**src/rtl/hazard_decoder_stage.sv**
```systemverilog
// MIPS-style decode stage: bypassed register file, main decode, load-use hazard
// detection and the ID/EX pipeline register with optional in-ID branch resolution.
module hazard_decoder_stage #(
  parameter int AWIDTH       = 5,
  parameter int DWIDTH       = 32,
  parameter int IWIDTH       = 32,
  parameter int IMM_WIDTH    = 16,
  parameter bit BRANCH_IN_ID = 1'b1
) (
  input  logic              hds_clk,
  input  logic              hds_rst,
  input  logic              hds_i_ce,
  input  logic [IWIDTH-1:0] hds_i_instr,
  input  logic [DWIDTH-1:0] hds_i_pc,
  input  logic              hds_i_stall,
  input  logic              hds_i_flush,
  input  logic              hds_i_wb_we,
  input  logic [AWIDTH-1:0] hds_i_wb_addr,
  input  logic [DWIDTH-1:0] hds_i_wb_data,
  output logic              hds_o_ce,
  output logic [5:0]        hds_o_opcode,
  output logic [5:0]        hds_o_funct,
  output logic [AWIDTH-1:0] hds_o_rs_addr,
  output logic [AWIDTH-1:0] hds_o_rt_addr,
  output logic [DWIDTH-1:0] hds_o_data_rs,
  output logic [DWIDTH-1:0] hds_o_data_rt,
  output logic [DWIDTH-1:0] hds_o_imm_ext,
  output logic [AWIDTH-1:0] hds_o_wr_addr,
  output logic              hds_o_alu_src,
  output logic              hds_o_memread,
  output logic              hds_o_memwrite,
  output logic              hds_o_memtoreg,
  output logic              hds_o_reg_wr,
  output logic              hds_o_branch,
  output logic              hds_o_jal,
  output logic [DWIDTH-1:0] hds_o_link_pc,
  output logic              hds_o_redirect,
  output logic [DWIDTH-1:0] hds_o_redirect_pc,
  output logic              hds_o_illegal,
  output logic              hds_o_hazard_stall
);

  localparam int NREGS = 2 ** AWIDTH;

  typedef struct packed {
    logic              ce;
    logic [5:0]        opcode;
    logic [5:0]        funct;
    logic [AWIDTH-1:0] rs_addr;
    logic [AWIDTH-1:0] rt_addr;
    logic [DWIDTH-1:0] data_rs;
    logic [DWIDTH-1:0] data_rt;
    logic [DWIDTH-1:0] imm_ext;
    logic [AWIDTH-1:0] wr_addr;
    logic              alu_src;
    logic              memread;
    logic              memwrite;
    logic              memtoreg;
    logic              reg_wr;
    logic              branch;
    logic              jal;
    logic [DWIDTH-1:0] link_pc;
    logic              redirect;
    logic [DWIDTH-1:0] redirect_pc;
    logic              illegal;
  } stage_t;

  logic [DWIDTH-1:0] r_regs [NREGS];
  stage_t            r_stage;
  stage_t            w_dec;
  stage_t            w_nxt;

  logic [5:0]        w_opcode;
  logic [5:0]        w_funct;
  logic [AWIDTH-1:0] w_rs_addr;
  logic [AWIDTH-1:0] w_rt_addr;
  logic [AWIDTH-1:0] w_rd_addr;
  logic [DWIDTH-1:0] w_data_rs;
  logic [DWIDTH-1:0] w_data_rt;
  logic [DWIDTH-1:0] w_imm_ext;
  logic [DWIDTH-1:0] w_pc4;
  logic [DWIDTH-1:0] w_br_target;
  logic [DWIDTH-1:0] w_j_target;
  logic              w_reads_rt;
  logic              w_hazard;

  assign w_opcode    = hds_i_instr[31:26];
  assign w_funct     = hds_i_instr[5:0];
  assign w_rs_addr   = hds_i_instr[21 +: AWIDTH];
  assign w_rt_addr   = hds_i_instr[16 +: AWIDTH];
  assign w_rd_addr   = hds_i_instr[11 +: AWIDTH];
  assign w_imm_ext   = {{(DWIDTH-IMM_WIDTH){hds_i_instr[IMM_WIDTH-1]}}, hds_i_instr[IMM_WIDTH-1:0]};
  assign w_pc4       = hds_i_pc + DWIDTH'(4);
  assign w_br_target = w_pc4 + {w_imm_ext[DWIDTH-3:0], 2'b00};
  assign w_j_target  = {w_pc4[DWIDTH-1:28], hds_i_instr[25:0], 2'b00};

  // Register file write port; r0 is never written and so stays zero.
  always_ff @(posedge hds_clk or negedge hds_rst) begin
    if (!hds_rst) begin
      for (int i = 0; i < NREGS; i++) r_regs[i] <= '0;
    end else if (hds_i_wb_we && (hds_i_wb_addr != '0)) begin
      r_regs[hds_i_wb_addr] <= hds_i_wb_data;
    end
  end

  // Combinational reads with same-cycle write-back bypass.
  always_comb begin
    w_data_rs = r_regs[w_rs_addr];
    w_data_rt = r_regs[w_rt_addr];
    if (w_rs_addr == '0) w_data_rs = '0;
    else if (hds_i_wb_we && (hds_i_wb_addr == w_rs_addr)) w_data_rs = hds_i_wb_data;
    else w_data_rs = r_regs[w_rs_addr];
    if (w_rt_addr == '0) w_data_rt = '0;
    else if (hds_i_wb_we && (hds_i_wb_addr == w_rt_addr)) w_data_rt = hds_i_wb_data;
    else w_data_rt = r_regs[w_rt_addr];
  end

  // Main decode of the incoming instruction into a candidate stage word.
  always_comb begin
    w_dec         = '0;
    w_reads_rt    = 1'b0;
    w_dec.ce      = 1'b1;
    w_dec.opcode  = w_opcode;
    w_dec.funct   = w_funct;
    w_dec.rs_addr = w_rs_addr;
    w_dec.rt_addr = w_rt_addr;
    w_dec.data_rs = w_data_rs;
    w_dec.data_rt = w_data_rt;
    w_dec.imm_ext = w_imm_ext;
    w_dec.link_pc = w_pc4;
    case (w_opcode)
      6'h00: begin
        w_reads_rt = 1'b1;
        case (w_funct)
          6'h20, 6'h21, 6'h22, 6'h23, 6'h24, 6'h25, 6'h26: begin
            w_dec.reg_wr  = 1'b1;
            w_dec.wr_addr = w_rd_addr;
          end
          default: w_dec.illegal = 1'b1;
        endcase
      end
      6'h08: begin
        w_dec.reg_wr  = 1'b1;
        w_dec.alu_src = 1'b1;
        w_dec.wr_addr = w_rt_addr;
      end
      6'h23: begin
        w_dec.memread  = 1'b1;
        w_dec.memtoreg = 1'b1;
        w_dec.reg_wr   = 1'b1;
        w_dec.alu_src  = 1'b1;
        w_dec.wr_addr  = w_rt_addr;
      end
      6'h2B: begin
        w_reads_rt     = 1'b1;
        w_dec.memwrite = 1'b1;
        w_dec.alu_src  = 1'b1;
        w_dec.wr_addr  = w_rt_addr;
      end
      6'h04, 6'h05: begin
        w_reads_rt   = 1'b1;
        w_dec.branch = 1'b1;
        // Bit 0 of the opcode selects BNE, so taken means equality differs from it.
        if (BRANCH_IN_ID && ((w_data_rs == w_data_rt) != w_opcode[0])) begin
          w_dec.redirect    = 1'b1;
          w_dec.redirect_pc = w_br_target;
        end else begin
          w_dec.redirect    = 1'b0;
        end
      end
      6'h02: begin
        w_dec.redirect    = 1'b1;
        w_dec.redirect_pc = w_j_target;
      end
      6'h03: begin
        w_dec.jal         = 1'b1;
        w_dec.reg_wr      = 1'b1;
        w_dec.wr_addr     = '1;
        w_dec.redirect    = 1'b1;
        w_dec.redirect_pc = w_j_target;
      end
      default: w_dec.illegal = 1'b1;
    endcase
  end

  assign w_hazard = r_stage.ce && r_stage.memread && (r_stage.wr_addr != '0) && hds_i_ce &&
                    ((r_stage.wr_addr == w_rs_addr) || (w_reads_rt && (r_stage.wr_addr == w_rt_addr)));

  // Pipeline register update selection: flush, stall, hazard bubble, then load.
  always_comb begin
    w_nxt = '0;
    if (hds_i_flush)      w_nxt = '0;
    else if (hds_i_stall) w_nxt = r_stage;
    else if (w_hazard)    w_nxt = '0;
    else if (hds_i_ce)    w_nxt = w_dec;
    else                  w_nxt = '0;
  end

  // ID/EX pipeline register.
  always_ff @(posedge hds_clk or negedge hds_rst) begin
    if (!hds_rst) r_stage <= '0;
    else          r_stage <= w_nxt;
  end

  assign hds_o_ce           = r_stage.ce;
  assign hds_o_opcode       = r_stage.opcode;
  assign hds_o_funct        = r_stage.funct;
  assign hds_o_rs_addr      = r_stage.rs_addr;
  assign hds_o_rt_addr      = r_stage.rt_addr;
  assign hds_o_data_rs      = r_stage.data_rs;
  assign hds_o_data_rt      = r_stage.data_rt;
  assign hds_o_imm_ext      = r_stage.imm_ext;
  assign hds_o_wr_addr      = r_stage.wr_addr;
  assign hds_o_alu_src      = r_stage.alu_src;
  assign hds_o_memread      = r_stage.memread;
  assign hds_o_memwrite     = r_stage.memwrite;
  assign hds_o_memtoreg     = r_stage.memtoreg;
  assign hds_o_reg_wr       = r_stage.reg_wr;
  assign hds_o_branch       = r_stage.branch;
  assign hds_o_jal          = r_stage.jal;
  assign hds_o_link_pc      = r_stage.link_pc;
  assign hds_o_redirect     = r_stage.redirect;
  assign hds_o_redirect_pc  = r_stage.redirect_pc;
  assign hds_o_illegal      = r_stage.illegal;
  assign hds_o_hazard_stall = w_hazard;

endmodule

```
**config.mk**
```make
export PLATFORM = sky130hd
export DESIGN_NAME = hazard_decoder_stage
export DESIGN_NICKNAME = d
export VERILOG_FILES = /design/src/rtl/hazard_decoder_stage.sv
export SDC_FILE = /design/constraint.sdc
export NUM_CORES = 2
export LEC_CHECK = 0
export CAP_MARGIN = 20
export CORE_ASPECT_RATIO = 0.6
export CORE_UTILIZATION = 60
export CTS_CLUSTER_DIAMETER = 150
export CTS_CLUSTER_SIZE = 8
export DETAILED_ROUTE_END_ITERATION = 7
export PLACE_DENSITY = 0.86
export SYNTH_ARGS = -nofsm -noshare
export SYNTH_HDL_FRONTEND = slang
export SYNTH_SLANG_ARGS = --single-unit
```
**constraint.sdc**
```tcl
create_clock -name hds_clk -period 4.6 [get_ports hds_clk]
set_input_delay 0.46 -clock hds_clk [delete_from_list [all_inputs] [get_ports hds_clk]]
set_output_delay 0.46 -clock hds_clk [all_outputs]
set_load 0.01 [all_outputs]
```
==> metrics.md <==
| Metric | Value |
|---|---|
| TritonRoute pass-1 iters | 7 |
| Final slew viol count | 0 |
| H-tree depth | 4 |
| Yosys synthesis warning count | 0 |
| Failing checks | negative setup slack |
| Fillcell total | around 6500 |
| Post-synthesis sequential area ratio | 45.7% |
| Hold Crit Depth | 4 |
| Largest net degree at the start of global routing | roughly 180 |
| Register area | 30000 um2 |
| Unrepaired setup endpoints after global routing | no |
| Area contributors post-synth | dfrtp_1 (46%), mux2_2 (17%), mux4_2 (16%) |
| Final critical-path share of the clock period | 100% |
| # IOs | a little over 300 |
| Peak supply drop | 0.000409 V |
| Final hold slack | 0.234 ns |
| Initial core utilization | 60.9% |
| WS Path Type | in2reg |
| Critical register-to-register path startpoint | r_regs[770]$_DFFE_PN0P_ |
| EDFF count, synth | 0 |
| Maximum fanout along the worst path | 12 |
| Final Wtd Congestion | 1.06 |
| Synth top area share | between 40% and 50% |
| Iteration-0 DRC Markers | 8679 |
| Vias/cell | 7.58 |
| Main flop type after synthesis | dfrtp_1 |
| Mapped Cells | around 4700 |
| CP Data Arrival Time | 5.25 ns |
| Vias after detailed routing | 51400 |
| Mapped Avg Cell Area | about 14 um2 |
| Total GRT Usage | 44.5% |
| Clk pin slew, worst setup/hold paths | 0.05 ns |
| Post-synth net total | 4883 |
| Placement row count | 93 |
| Post-synthesis cell type count | 92 |
| Worst slew margin | between 20 and 30% |
| Crit. End Element | flop |
| Worst setup margin | -0.000576 ns |
| Post-synthesis register bit count | around 1200 |
| P_leak | 34.5 nW |
| Hold path start | hds_i_instr[21] |
| Number of buffers created by CTS | ~170 |
| CTS tree | built |
| Synth-to-Final Area Change | 19.7% |
| Worst EP required | 5.25 ns |
| Final hold vios | 0 |
| Initial antenna violation count | 15 |
| Post-synthesis async set-or-reset flop share | 100% |
| Count of final setup violators | 1 |
| Clk_skew | ~0.033 ns |
| R2r setup slk | about 0.15 ns |
| CP Launch Point | hds_i_wb_addr[2] |
| Pwr Density | 418 nW/um2 |
| Layout cells sized above 1 | 43.9% |
| Port Buffers | 304 |
| Clk Latency, worst-skew pair | approximately 0.80 ns |
| Top-count cell post-synth | dfrtp_1 |
| Max-cap violation count | 0 |
| Final nets | 5476 |
| Cell Area, Synth | around 66000 um2 |
| DR DRC count | 0 |
| Cell type with the highest aggregate area in the netlist | dfrtp_1 |
| Die Span X | about 430 um |
| Hold Path Class | in2reg |
| Routed length per instance | 36.4 um |
| Max clock buf depth | 3 |
| Multi-input gate area | 33200 um2 |
| Die Height | between 200 and 300 um |
| RR Endpoint | hds_o_redirect_pc[19]$_DFFE_PN0P_ |
| Post-route ant nets | 0 |
| Max Freq | 217 MHz |
| GR Overflow Total | 0 |
| Core footprint | 108000 um2 |
| Worst R2R Path Depth | 12 |
| Hold Path Sink | hds_o_redirect_pc[23]$_DFFE_PN0P_ |
| Final Util | 72.9% |
| First-pass GRT wire length | about 360000 um |
| Overall Power | between 0.03 and 0.04 W |
| Worst-Margin Slew | approximately 1.1 ns |
| CTS root buf | clkbuf_16 |
| Final wirelength | 247000 um |
| Min cycle time layout | 4.60 ns |
| Worst setup SP type | input pin |
| CTS Sinks | approximately 1200 |
| Vias in the first global route | 51700 |
| Outcome | finished, violations left |
| Post-DP HPWL | 163000 um |
| Synth top cells by count | dfrtp_1 (1198), mux2_2 (988), mux4_2 (461) |
| Die ar. | ~110000 um2 |
cell families (layout without fill, tap and decap cells):
logic type | count (synthesis) | count (layout) | synth area share (%)
DFF | 1198 | 1198 | 45.7
xor gates and xnor gates | 88 | 89 | 1.20
other | 0 | 9 | 0
muxes | 1704 | 1705 | 37.2
adders and majority gates | 37 | 37 | 0.717
and+or+nand+nor | 560 | 560 | 4.33
AOI/OAI and AO/OA | 620 | 620 | 6.72
buffers and inverters | 532 | 1137 | 4.15
flip-flops by register name (all words and copies together), names as in the netlist, 5 cells and up:
| signal | flops |
|---|---|
| hds_o_data_rt | 32 |
| r_regs | 1024 |
| hds_o_redirect_pc | 32 |
| hds_o_funct | 5 |
| hds_o_link_pc | 32 |
| hds_o_data_rs | 32 |
| hds_o_wr_addr | 5 |
| hds_o_rs_addr | 5 |
| hds_o_rt_addr | 5 |
| hds_o_imm_ext | 11 |
| hds_o_opcode | 6 |
cell type report:
class / instances / share of cell area [%]
multi-input cells: 3011 / 42.3
flip-flops and latches: 1198 / 38.2
repair buffers: 920 / 11.4
clock buffers: 176 / 5.60
well taps: 1425 / 2.27
inverters: 34 / 0.166
clock inverters: 7 / 0.116
diodes: 9 / 0.0287
worst max path at each step:
stage / end
after floorplan: hds_o_redirect_pc[10]$_DFFE_PN0P_
after global placement: hds_o_redirect_pc[28]$_DFFE_PN0P_
after detailed placement: hds_o_redirect_pc[15]$_DFFE_PN0P_
after CTS: hds_o_redirect_pc[18]$_DFFE_PN0P_
after global routing: hds_o_redirect_pc[0]$_DFFE_PN0P_
final: hds_o_redirect_pc[19]$_DFFE_PN0P_
cell usage in the layout, fill, tap and decap left out, drive strengths merged, types with 20 or more instances in the layout:
cell type      synthesis  layout
a22oi                 46      46
o2111ai               25      25
mux2i                237     238
nor2                  86      86
xor2                  30      30
clkbuf               302     177
nor3                  40      40
buf                  191     624
o22ai                 38      38
o211ai                56      56
a22o                  95      95
xnor2                 58      59
a31oi                 20      20
o31ai                 31      31
mux4                 479     479
clkdlybuf4s50          0     294
nor2b                 25      25
a21oi                 42      42
inv                   34      37
nand3                 46      46
nand2                203     203
or3                   35      35
o21ai                144     144
ha                    36      36
dfrtp               1198    1198
a211oi                25      25
mux2                 988     988
and2                  23      23
worst max-delay path, cell delays in order:
cell and delay [ns]:
clkdlybuf4s50_1 0.62, xnor2_1 0.18, nand4_1 0.19, buf_4 0.23, o211ai_2 0.22, buf_4 0.28
o22a_1 0.48, a31oi_1 0.16, nor4_1 0.28, o21ai_0 0.16, a2111o_1 0.53, or4_4 0.67
xnor2_4 0.62, o31ai_1 0.15
per-layer routing:
layer	vias to the layer above	wire length, um	global-route usage [%]
li1	19300	-	-
met5	-	156	0
met3	1109	42700	22.8
met2	4720	100000	60.0
met4	18	14400	22.7
met1	26300	88900	58.9
power breakdown:
part	switching (W)	leakage (nW)	internal, W
Sequential	0.00156	15.5	0.0123
Clock	0.00464	2.20	0.00664
Combinational	0.00352	16.8	0.00412
Total	0.00972	34.5	0.0231
metrics by stage:
| stage | setup WS [ns] | std cells | cell area [um2] | TNS (ns) |
|---|---|---|---|---|
| 5_1_grt | 0.0111 | 6774 | 78500 | 0 |
| 3_5_place_dp | -0.742 | 6582 | 73900 | -22.01 |
| 2_1_floorplan | 0.745 | 4739 | 65600 | 0 |
| 4_1_cts | 0.0375 | 6766 | 78400 | 0 |
| 6_report | -0.000576 | 6780 | 78500 | -0.000576 |
| 3_3_place_gp | -0.666 | 6582 | 73900 | -20.34 |
what timing repair did:
| action | CTS | global route |
|---|---|---|
| hold endpoints to repair | 65 | 0 |
| resized for setup | 0 | 8 |
| hold buffers | 1 | 0 |
| setup endpoints to repair | 0 | 33 |
| buffers inserted | 0 | 3 |
(Power assumes the default switching activity.)
